[src/rtl/scan_seq_pkg.sv]
// Shared types and sizing for the film scanner frame sequencer.
package scan_seq_pkg;

    localparam int STEP_W_DEFAULT       = 16;
    localparam int LINE_TIMEOUT_DEFAULT = 16_000_000;

    localparam int WAIT_CNT_W   = 24;
    localparam int STEP_CNT_W   = 8;
    localparam int SETTLE_CNT_W = 16;
    localparam int LINE_CNT_W   = 16;

    typedef enum logic [2:0] {
        IDLE, CAL_WAIT, STEP_HI, STEP_LO, SETTLE, LINE_WAIT, DONE, FAULT
    } scan_state_t;

    typedef enum logic [1:0] {
        PH_IDLE, PH_HI, PH_LO
    } step_phase_t;

    // First non-empty phase of the per-line sequence. After a completed line
    // an otherwise empty sequence still spends one SETTLE cycle so line_en drops.
    function automatic scan_state_t line_entry(
        input logic [LINE_CNT_W-1:0]   num,
        input logic [STEP_CNT_W-1:0]   steps,
        input logic [SETTLE_CNT_W-1:0] settle,
        input logic                    after_line
    );
        if (num == '0)                       return DONE;
        else if (steps != '0)                return STEP_HI;
        else if (settle != '0 || after_line) return SETTLE;
        else                                 return LINE_WAIT;
    endfunction

endpackage

[src/rtl/scan_sequencer_motor_step_gen.sv]
// Stepper pulse train: `count` pulses of STEP_W cycles high then STEP_W low.
module motor_step_gen
    import scan_seq_pkg::*;
#(
    parameter int STEP_W = STEP_W_DEFAULT
) (
    input  logic                  clk_160M,
    input  logic                  rst,
    input  logic                  launch,
    input  logic                  abort,
    input  logic [STEP_CNT_W-1:0] count,
    output logic                  motor_step,
    output logic                  steps_done,
    output logic                  phase_end
);

    localparam int TW = (STEP_W > 1) ? $clog2(STEP_W) : 1;
    localparam logic [TW-1:0] TMR_LOAD = TW'(STEP_W - 1);

    step_phase_t           phase;
    logic [TW-1:0]         tmr;
    logic [STEP_CNT_W-1:0] steps_left;

    always_ff @(posedge clk_160M) begin
        if (rst) begin
            phase      <= PH_IDLE;
            tmr        <= '0;
            steps_left <= '0;
        end else if (abort) begin
            phase <= PH_IDLE;
            tmr   <= '0;
        end else if (launch && count != '0) begin
            phase      <= PH_HI;
            tmr        <= TMR_LOAD;
            steps_left <= count;
        end else begin
            case (phase)
                PH_HI: begin
                    if (tmr == '0) begin
                        phase <= PH_LO;
                        tmr   <= TMR_LOAD;
                    end else begin
                        tmr <= tmr - 1'b1;
                    end
                end
                PH_LO: begin
                    if (tmr == '0) begin
                        tmr <= TMR_LOAD;
                        if (steps_left == 8'd1) begin
                            phase <= PH_IDLE;
                        end else begin
                            phase      <= PH_HI;
                            steps_left <= steps_left - 1'b1;
                        end
                    end else begin
                        tmr <= tmr - 1'b1;
                    end
                end
                default: phase <= PH_IDLE;
            endcase
        end
    end

    assign motor_step = (phase == PH_HI);
    assign phase_end  = (phase != PH_IDLE) && (tmr == '0);
    assign steps_done = (phase == PH_LO) && (tmr == '0) && (steps_left == 8'd1);

endmodule

[src/rtl/scan_sequencer.sv]
// Frame controller: calibration lines, motor advance, settle and capture per line.
//   state     | meaning
//   IDLE      | waiting for start
//   CAL_WAIT  | capturing calibration lines (cal_mode high)
//   STEP_HI   | motor step pulse high half
//   STEP_LO   | motor step pulse low half
//   SETTLE    | mechanical settle after last step
//   LINE_WAIT | capturing an image line
//   DONE      | one-cycle completion pulse
//   FAULT     | line_done timeout, error raised
module scan_sequencer
    import scan_seq_pkg::*;
#(
    parameter int STEP_W       = STEP_W_DEFAULT,
    parameter int LINE_TIMEOUT = LINE_TIMEOUT_DEFAULT
) (
    input  logic                    clk_160M,
    input  logic                    rst,
    input  logic                    start,
    input  logic                    abort,
    input  logic [LINE_CNT_W-1:0]   num_lines,
    input  logic [7:0]              cal_lines,
    input  logic [STEP_CNT_W-1:0]   steps_per_line,
    input  logic [SETTLE_CNT_W-1:0] settle_cycles,
    input  logic                    dir,
    input  logic                    line_done,
    output logic                    line_en,
    output logic                    cal_mode,
    output logic                    motor_step,
    output logic                    motor_dir,
    output logic [LINE_CNT_W-1:0]   line_idx,
    output logic                    busy,
    output logic                    done,
    output logic                    error
);

    scan_state_t             state, state_nxt;
    logic [LINE_CNT_W-1:0]   num_q, cfg_num;
    logic [STEP_CNT_W-1:0]   steps_q, cfg_steps;
    logic [SETTLE_CNT_W-1:0] settle_q, cfg_settle;
    logic [7:0]              cal_left;
    logic                    dir_q;
    logic [WAIT_CNT_W-1:0]   wait_tmr;
    logic [SETTLE_CNT_W-1:0] settle_tmr;
    logic                    line_gap;
    logic                    accept, launch, cal_ld, line_ld;
    logic                    steps_done, phase_end;

    motor_step_gen #(.STEP_W(STEP_W)) u_step_gen (
        .clk_160M   (clk_160M),
        .rst        (rst),
        .launch     (launch),
        .abort      (abort),
        .count      (cfg_steps),
        .motor_step (motor_step),
        .steps_done (steps_done),
        .phase_end  (phase_end)
    );

    always_comb begin
        // In IDLE the live inputs feed the first-phase decision on the start cycle.
        cfg_num    = (state == IDLE) ? num_lines      : num_q;
        cfg_steps  = (state == IDLE) ? steps_per_line : steps_q;
        cfg_settle = (state == IDLE) ? settle_cycles  : settle_q;
        cal_ld     = (state == CAL_WAIT) && line_done && !line_gap && !abort;
        line_ld    = (state == LINE_WAIT) && line_done && !abort;
        accept     = 1'b0;
        state_nxt  = state;
        if (state != IDLE && abort) begin
            state_nxt = IDLE;
        end else begin
            case (state)
                IDLE: begin
                    if (start && !abort) begin
                        accept = 1'b1;
                        if (cal_lines != '0)      state_nxt = CAL_WAIT;
                        else if (num_lines == '0) state_nxt = SETTLE;
                        else state_nxt = line_entry(num_lines, steps_per_line, settle_cycles, 1'b0);
                    end
                end
                CAL_WAIT: begin
                    if (cal_ld) begin
                        if (cal_left == 8'd1)
                            state_nxt = line_entry(cfg_num, cfg_steps, cfg_settle, 1'b1);
                    end else if (wait_tmr == '0) begin
                        state_nxt = FAULT;
                    end
                end
                STEP_HI: if (phase_end) state_nxt = STEP_LO;
                STEP_LO: begin
                    if (steps_done)     state_nxt = (cfg_settle != '0) ? SETTLE : LINE_WAIT;
                    else if (phase_end) state_nxt = STEP_HI;
                end
                SETTLE: if (settle_tmr == '0) state_nxt = (cfg_num == '0) ? DONE : LINE_WAIT;
                LINE_WAIT: begin
                    if (line_ld) begin
                        if (line_idx + 16'd1 == cfg_num) state_nxt = DONE;
                        else state_nxt = line_entry(cfg_num, cfg_steps, cfg_settle, 1'b1);
                    end else if (wait_tmr == '0) begin
                        state_nxt = FAULT;
                    end
                end
                default: state_nxt = IDLE;
            endcase
        end
        launch = (state_nxt == STEP_HI) && (state != STEP_HI) && (state != STEP_LO);
    end

    always_ff @(posedge clk_160M) begin
        if (rst) begin
            state      <= IDLE;
            num_q      <= '0;
            steps_q    <= '0;
            settle_q   <= '0;
            cal_left   <= '0;
            dir_q      <= 1'b0;
            wait_tmr   <= '0;
            settle_tmr <= '0;
            line_gap   <= 1'b0;
            line_idx   <= '0;
            error      <= 1'b0;
        end else begin
            state    <= state_nxt;
            line_gap <= cal_ld && (state_nxt == CAL_WAIT);
            if (accept) begin
                num_q    <= num_lines;
                steps_q  <= steps_per_line;
                settle_q <= settle_cycles;
                cal_left <= cal_lines;
                dir_q    <= dir;
                line_idx <= '0;
                error    <= 1'b0;
            end else begin
                if (cal_ld)  cal_left <= cal_left - 1'b1;
                if (line_ld) line_idx <= line_idx + 1'b1;
            end
            if (state_nxt == FAULT) error <= 1'b1;

            if ((state_nxt == CAL_WAIT || state_nxt == LINE_WAIT) && (state_nxt != state || cal_ld))
                wait_tmr <= WAIT_CNT_W'(LINE_TIMEOUT - 1);
            else if ((state == CAL_WAIT || state == LINE_WAIT) && wait_tmr != '0)
                wait_tmr <= wait_tmr - 1'b1;

            if (state_nxt == SETTLE && state != SETTLE)
                settle_tmr <= (cfg_settle == '0) ? '0 : cfg_settle - 1'b1;
            else if (state == SETTLE && settle_tmr != '0)
                settle_tmr <= settle_tmr - 1'b1;
        end
    end

    assign line_en   = (state == CAL_WAIT && !line_gap) || (state == LINE_WAIT);
    assign cal_mode  = (state == CAL_WAIT);
    assign busy      = (state != IDLE) && (state != FAULT);
    assign done      = (state == DONE);
    assign motor_dir = busy && dir_q;

endmodule

[config.mk]
export PLATFORM = sky130hd
export DESIGN_NAME = scan_sequencer
export DESIGN_NICKNAME = d
export VERILOG_FILES = /design/src/rtl/scan_seq_pkg.sv /design/src/rtl/scan_sequencer_motor_step_gen.sv /design/src/rtl/scan_sequencer.sv
export SDC_FILE = /design/constraint.sdc
export NUM_CORES = 1
export LEC_CHECK = 0
export BUFFER_PORTS_ARGS = -buffer_cell sky130_fd_sc_hd__buf_2
export CORE_MARGIN = 2
export CORE_UTILIZATION = 60
export DETAILED_ROUTE_END_ITERATION = 8
export PLACE_DENSITY = 0.81
export SLEW_MARGIN = 20
export SYNTH_ARGS = -nofsm -noshare
export SYNTH_HDL_FRONTEND = slang
export SYNTH_SLANG_ARGS = --single-unit
[constraint.sdc]
create_clock -name clk_160M -period 8.8 [get_ports clk_160M]
set_clock_uncertainty 0.05 [all_clocks]
set_input_delay 0.88 -clock clk_160M [delete_from_list [all_inputs] [get_ports clk_160M]]
set_output_delay 0.88 -clock clk_160M [all_outputs]
set_load 0.02 [all_outputs]
### Yosys cells after proc, flatten, opt, wreduce, memory -nomap -nowiden

Cells that the tools add are included.
Widths: inputs -> output; s select.

* register bits: 124
* input port bits: 54
* word-level logic and storage cells: 155
* output and inout port bits: 23

* eq/ne operators: 26
* bitwise gates (word level): 1
* mux-type cells: 47
* add/sub/neg operators: 7
* reduce and logical (&&, ||, !) cells: 58

Operator list (count)
* $mux 16: 5
* $logic_not 16->1: 4
* $mux 8: 7
* $mux 24: 2
* $mux 3: 16
* $reduce_bool 16->1: 3
* $sub 16x1->16 const B: 2
* $logic_not 24->1: 1
* $reduce_bool 24->1: 1
* $reduce_bool 8->1: 3
* $sub 24x1->24 const B: 1
* $logic_and 1x1->1: 21
* $eq 3x3->1 const B: 6
* $pmux 3 s6: 1
* $add 16x1->16 const B: 1
* $eq 16x16->1: 1
* $eq 8x1->1 const B: 2
* $reduce_bool 2->1: 8
* $sub 8x1->8 const B: 2
* $mux 4: 3
* $eq 3x2->1 const B: 3
* $mux 1: 9
* $reduce_or 2->1: 4
* $eq 3x1->1 const B: 2
* 19 further kinds: 31

### Depth between registers and ports, before layout

* depth after elaboration: 15
* depth in mapped cells: 15
* mapped depth without buffers: 11

### Modules after synthesis

Synthesis repeated with hierarchy kept, for this count alone.

* cell total of the unflattened synthesis: 1039
* area total of the unflattened synthesis: 8077.7 um^2

Modules (own cells, without submodules)
* scan_sequencer: area an instance 7034.2 um^2, times used 1, cells each 925, sequential area each 2202.1 um^2
* motor_step_gen: area an instance 1043.5 um^2, times used 1, cells each 114, sequential area each 280.3 um^2

### Least setup slack after synthesis

OpenSTA, ideal clock, no wires.

* path type: flip-flop to flip-flop
* start: reg state[0]
* end: reg wait_tmr[0]
* stages on the path, launching flop included: 15
* buffers on the path: 3
* path slack: 4.848 ns
* library setup time: 0.132 ns
* clock period less this slack: 3.952 ns
* arrival time: 3.770 ns
* required time: 8.618 ns
* path through: dfxtp_1 -> clkbuf_1 -> nor3_4 -> clkbuf_1 -> mux2i_1 -> ha_1 -> nor4b_1 -> nand4_1 -> a22oi_1 -> o21ai_0 -> a31oi_1 -> mux2_2 -> o41ai_2 -> clkbuf_1 -> o21ai_0

* cells in the longest elaborated chain, start to end: 13
* elaborated cells between the ends (all ways): 46
* those cells by class: 9 x eq/ne; 20 x mux; 17 x reduce/logical

RTL lines
* from (decl): line scan_sequencer.sv:37 `scan_state_t state, state_nxt;`
* from (signal assigned): line scan_sequencer.sv:123 `state <= state_nxt;`
* $logic_not 3->1
* $mux 8: line scan_sequencer.sv:63 `cfg_steps = (state == IDLE) ? steps_per_line : steps_q;`
* $reduce_bool 8->1: line scan_seq_pkg.sv:29 `else if (steps != '0) return STEP_HI;`
* $mux 3: line scan_seq_pkg.sv:29
* $mux 3: line scan_seq_pkg.sv:28 `if (num == '0) return DONE;`
* $mux 3 (on tied branches): line scan_sequencer.sv:97, scan_sequencer.sv:83
* $mux 3 (on tied branches): line scan_sequencer.sv:96, scan_sequencer.sv:82
* $pmux 3 s6: line scan_sequencer.sv:72 `case (state)`
* $mux 3: line scan_sequencer.sv:69 `if (state != IDLE && abort) begin`
* $eq 3x1->1 (tied with other cells): line scan_sequencer.sv:139 `if ((state_nxt == CAL_WAIT || state_nxt == LINE_WAIT) && (state_nxt != state || cal_ld))`
* $logic_or 1x1->1: line scan_sequencer.sv:139
* $logic_and 1x1->1: line scan_sequencer.sv:139
* $mux 24 / $reduce_bool 2->1 (equally long branches)
* to (signal assigned): line scan_sequencer.sv:140 `wait_tmr <= WAIT_CNT_W'(LINE_TIMEOUT - 1);`
* to (signal assigned): line scan_sequencer.sv:142 `wait_tmr <= wait_tmr - 1'b1;`
* to (decl): line scan_sequencer.sv:43 `logic [WAIT_CNT_W-1:0] wait_tmr;`

Parallel ways exist; a longest one is shown, timed or not.
A chain may end at the register's enable or synchronous reset.

### Worst setup path in the final report

* start: reg state[1]
* end: reg wait_tmr[21]

Same word-level chain as after synthesis.

==> results by group <==
Synthesis
  – Yosys warning total: 0
  – Top FF cell, synth: dfxtp_1
  – EDFF count, synth: 0
  – Seq cells post-synth: 124
  – Share of the synthesized area in the top cell type: 32.10%
  – Most common cell in the netlist: nand2_1
  – Mapped Avg Cell Area: 7.657 µm²
  – Count of unique library cells instantiated by Yosys: 71
  – Post-synthesis sequential area ratio: 32.10%
  – Synth Net Count: 1078
  – Cell count after synthesis: 1010
  – Synth area leader: dfxtp_1
  – List of most frequent post-synthesis cells: 148 x nand2_1, 124 x dfxtp_1, 104 x nor2_1
  – Mapped Area: 7734 µm²
  – Post-synth ARST share: 0%
  – Top post-synthesis cells by area: dfxtp_1 32%, nand2_1 7.2%, xnor2_1 5.7%

Layout
  – Final instance area: 8767 µm²
  – Share of layout cells above drive strength 1: 13.65%
  – Area grow syn2layout: 13.36%
  – Final #Nets: 1119
  – N_diodes: 0

Clocking
  – # Post-CTS Setup Buffers: 0
  – Reg clk slew, reported paths: 60 ps
  – CTS tree: done
  – CTS HTree Levels: 4
  – Clock Latency Late Sink: 420 ps
  – Root buf cell: clkbuf_16
  – Num CTS Buffers: 17
  – Sink Count: 124
  – Clock Path Buffers: 2
  – Post-CTS resize count: 0
  – Hold_buf cts: 0

Floorplanning
  – Die Height: 117.5 µm
  – Placement Rows: 41
  – Die X: 117.5 µm
  – Core ar.: 12620 µm²
  – Initial Util: 61.28%
  – I/O Pins: 77
  – Die area: 13810 µm²

STA
  – Fin. Hold Viols: 0
  – # setup viols final: 0
  – Final Max Tran Viols: 0
  – Fin crit period: 4977 ps
  – Unrepaired setup endpoints after global routing: no
  – Final WS setup: 3823 ps
  – Slew at the pin closest to its max-slew limit: 913.4 ps
  – Tcrit/Tclk final: 56.55%
  – Setup TNS: 0 ps
  – Fmax achieved: 200.9 MHz
  – Hold Slack: 407.5 ps
  – Relative slew slack: 39.02%

Drt
  – Post-route DRC: 0
  – Average wire per standard cell: 16.59 µm
  – Final ANT Viol Nets: 0
  – Via-to-Cell Ratio: 6.104
  – Total wire length: 20470 µm
  – Via count: 7532
  – Initial DRC Count: 742
  – Pre-antenna DRT Iters: 8

Pwr
  – Seq pwr share: 33.9%
  – Clock Power Share: 33.4%
  – Leakage: 3.388 nW
  – Worst VDD drop: 0.0001976 V
  – Net Sw Frac: 34.69%
  – Pwr/cell area: 243.5 nW/µm²
  – Power share of the combinational group: 32.7%
  – Psw: 0.0007404 W
  – Int Pwr: 0.001394 W

Global routing
  – Initial antenna violation count: 0
  – Largest net degree at the start of global routing: 82
  – Global-route wire length before repair: 33340 µm
  – Overflow after GRT: 0
  – Vias in the first global route: 6776
  – Tot GR Track Use: 29.59%

Worst setup path
  – Reg2reg end: wait_tmr[21]$_SDFFE_PP0P_
  – Crit path capture type: flip-flop
  – Worst Reg-to-Reg Cells: 12
  – Crit Path Class: flip-flop to flip-flop
  – Worst R2R Start: state[1]$_SDFF_PP0_
  – Crit Path Max Fanout: 44
  – Critical path arrival: 5170 ps
  – Worst Path Required: 8990 ps
  – Startpoint types: flip-flop
  – Reg2reg setup slack: 3820 ps

Place
  – Post-DP HPWL: 14100 µm
  – Pre-CTS setup slack: 4009 ps
  – # port buffers: 76
  – Placed cell area: 8139 µm²
  – Routability cong.: 0.9071

Outcome
  – Status: completed

Hold path
  – Hold_sp: dir_q$_SDFFE_PP0P_
  – Hold path cells: 2
  – WHS Endpoint: dir_q$_SDFFE_PP0P_
  – Hold/Removal Path Class: flip-flop to flip-flop

Flow run
  – Max_cap viols: 0
-- cell type report --
type                    count  area, µm²
well taps                 172      215.2
inverters                  20      75.07
repair buffers             82      445.4
fillers                  1092       3852
clock inverters             7      112.6
clock buffers              23      488.0
multi-input cells         806       4949
flip-flops and latches    124       2482
-- power by group through the flow --
| stage | registers, W | logic [W] | clock network [W] |
|---|---|---|---|
| floorplan | 0.000702 | 0.000548 | 0 |
| global placement | 0.000727 | 0.000659 | 0 |
| detailed placement | 0.000730 | 0.000674 | 0 |
| CTS | 0.000721 | 0.000684 | 0.000719 |
| global route | 0.000734 | 0.000771 | 0.000749 |
| finish | 0.000723 | 0.000697 | 0.000714 |
-- through the flow --
| stage | utilization, % | std cells | total power (W) |
|---|---|---|---|
| after floorplan | - | 1010 | 0.001250 |
| after global placement | 64.41 | 1203 | 0.001386 |
| after detailed placement | 64.50 | 1203 | 0.001404 |
| after CTS | 69.25 | 1233 | 0.002124 |
| after global routing | 69.47 | 1234 | 0.002254 |
| final | 69.47 | 1234 | 0.002134 |
-- worst max-delay path by stage --
stage / from / endpoint / cells after the start
detailed placement: state[1]$_SDFF_PP0_ / wait_tmr[22]$_SDFFE_PP0P_ / 12
CTS: state[1]$_SDFF_PP0_ / wait_tmr[21]$_SDFFE_PP0P_ / 12
floorplan: state[0]$_SDFF_PP0_ / wait_tmr[0]$_SDFFE_PP0P_ / 14
finish: state[1]$_SDFF_PP0_ / wait_tmr[21]$_SDFFE_PP0P_ / 12
global placement: state[1]$_SDFF_PP0_ / wait_tmr[4]$_SDFFE_PP0P_ / 12
global route: state[1]$_SDFF_PP0_ / wait_tmr[8]$_SDFFE_PP0P_ / 12
-- layout by cell type (no fill, tap or decap), drive strengths merged, types with 7 or more instances in the layout --
cell | Yosys | routed
or3 | 13 | 13
nand2 | 148 | 148
xor2 | 33 | 33
a21oi | 80 | 80
or2 | 9 | 9
inv | 20 | 20
o21ai | 32 | 32
nand3 | 34 | 34
clkbuf | 49 | 23
o31ai | 14 | 14
nand4 | 17 | 17
nor3 | 41 | 41
nor2 | 104 | 104
xnor2 | 50 | 50
nor4 | 31 | 31
nand2b | 14 | 14
dfxtp | 124 | 124
ha | 14 | 14
buf | 11 | 82
o211ai | 7 | 7
or4 | 14 | 14
nor2b | 7 | 7
mux2i | 21 | 21
a211oi | 10 | 10
mux2 | 13 | 13
and3 | 9 | 9
-- kinds of logic after synthesis --
kind of cell	synth area share, %
and+or+nand+nor	30.85
AOI/OAI and AO/OA	15.63
DFF	32.10
xor gates and xnor gates	10.29
buffers and inverters	4.158
muxes	4.708
adders and majority gates	2.265
-- worst max-delay path, stage by stage (launching register included) --
cell     delay [ps]
dfxtp_1         590
nor3_4          270
buf_4           500
mux2i_1         560
ha_1            260
nor4b_1         240
nand4_1         140
a22oi_1         310
o21ai_0         160
a31oi_1         380
mux2_2          420
o41ai_4         650
o21ai_0         220
-- flip-flops by register name, indices dropped and copies added (netlist names) --
register and count:
u_step_gen.phase 2, line_idx 16, dir_q 1, settle_tmr 16
state 3, wait_tmr 24, settle_q 16, line_gap 1
cal_left 8, error 1, u_step_gen.tmr 4, num_q 16
steps_q 8, u_step_gen.steps_left 8
-- metal layers --
| metal | routed length (µm) | vias to the layer above | share of wire [%] | GRT usage [%] |
|---|---|---|---|---|
| li1 | - | 3683 | - | - |
| met1 | 9416 | 3508 | 46 | 42.18 |
| met4 | 279 | 0 | 1.4 | 8.283 |
| met5 | 0 | - | 0 | 0 |
| met2 | 9153 | 314 | 45 | 45.58 |
| met3 | 1626 | 27 | 7.9 | 6.105 |
Note: power is estimated with default switching activity, not from simulation.
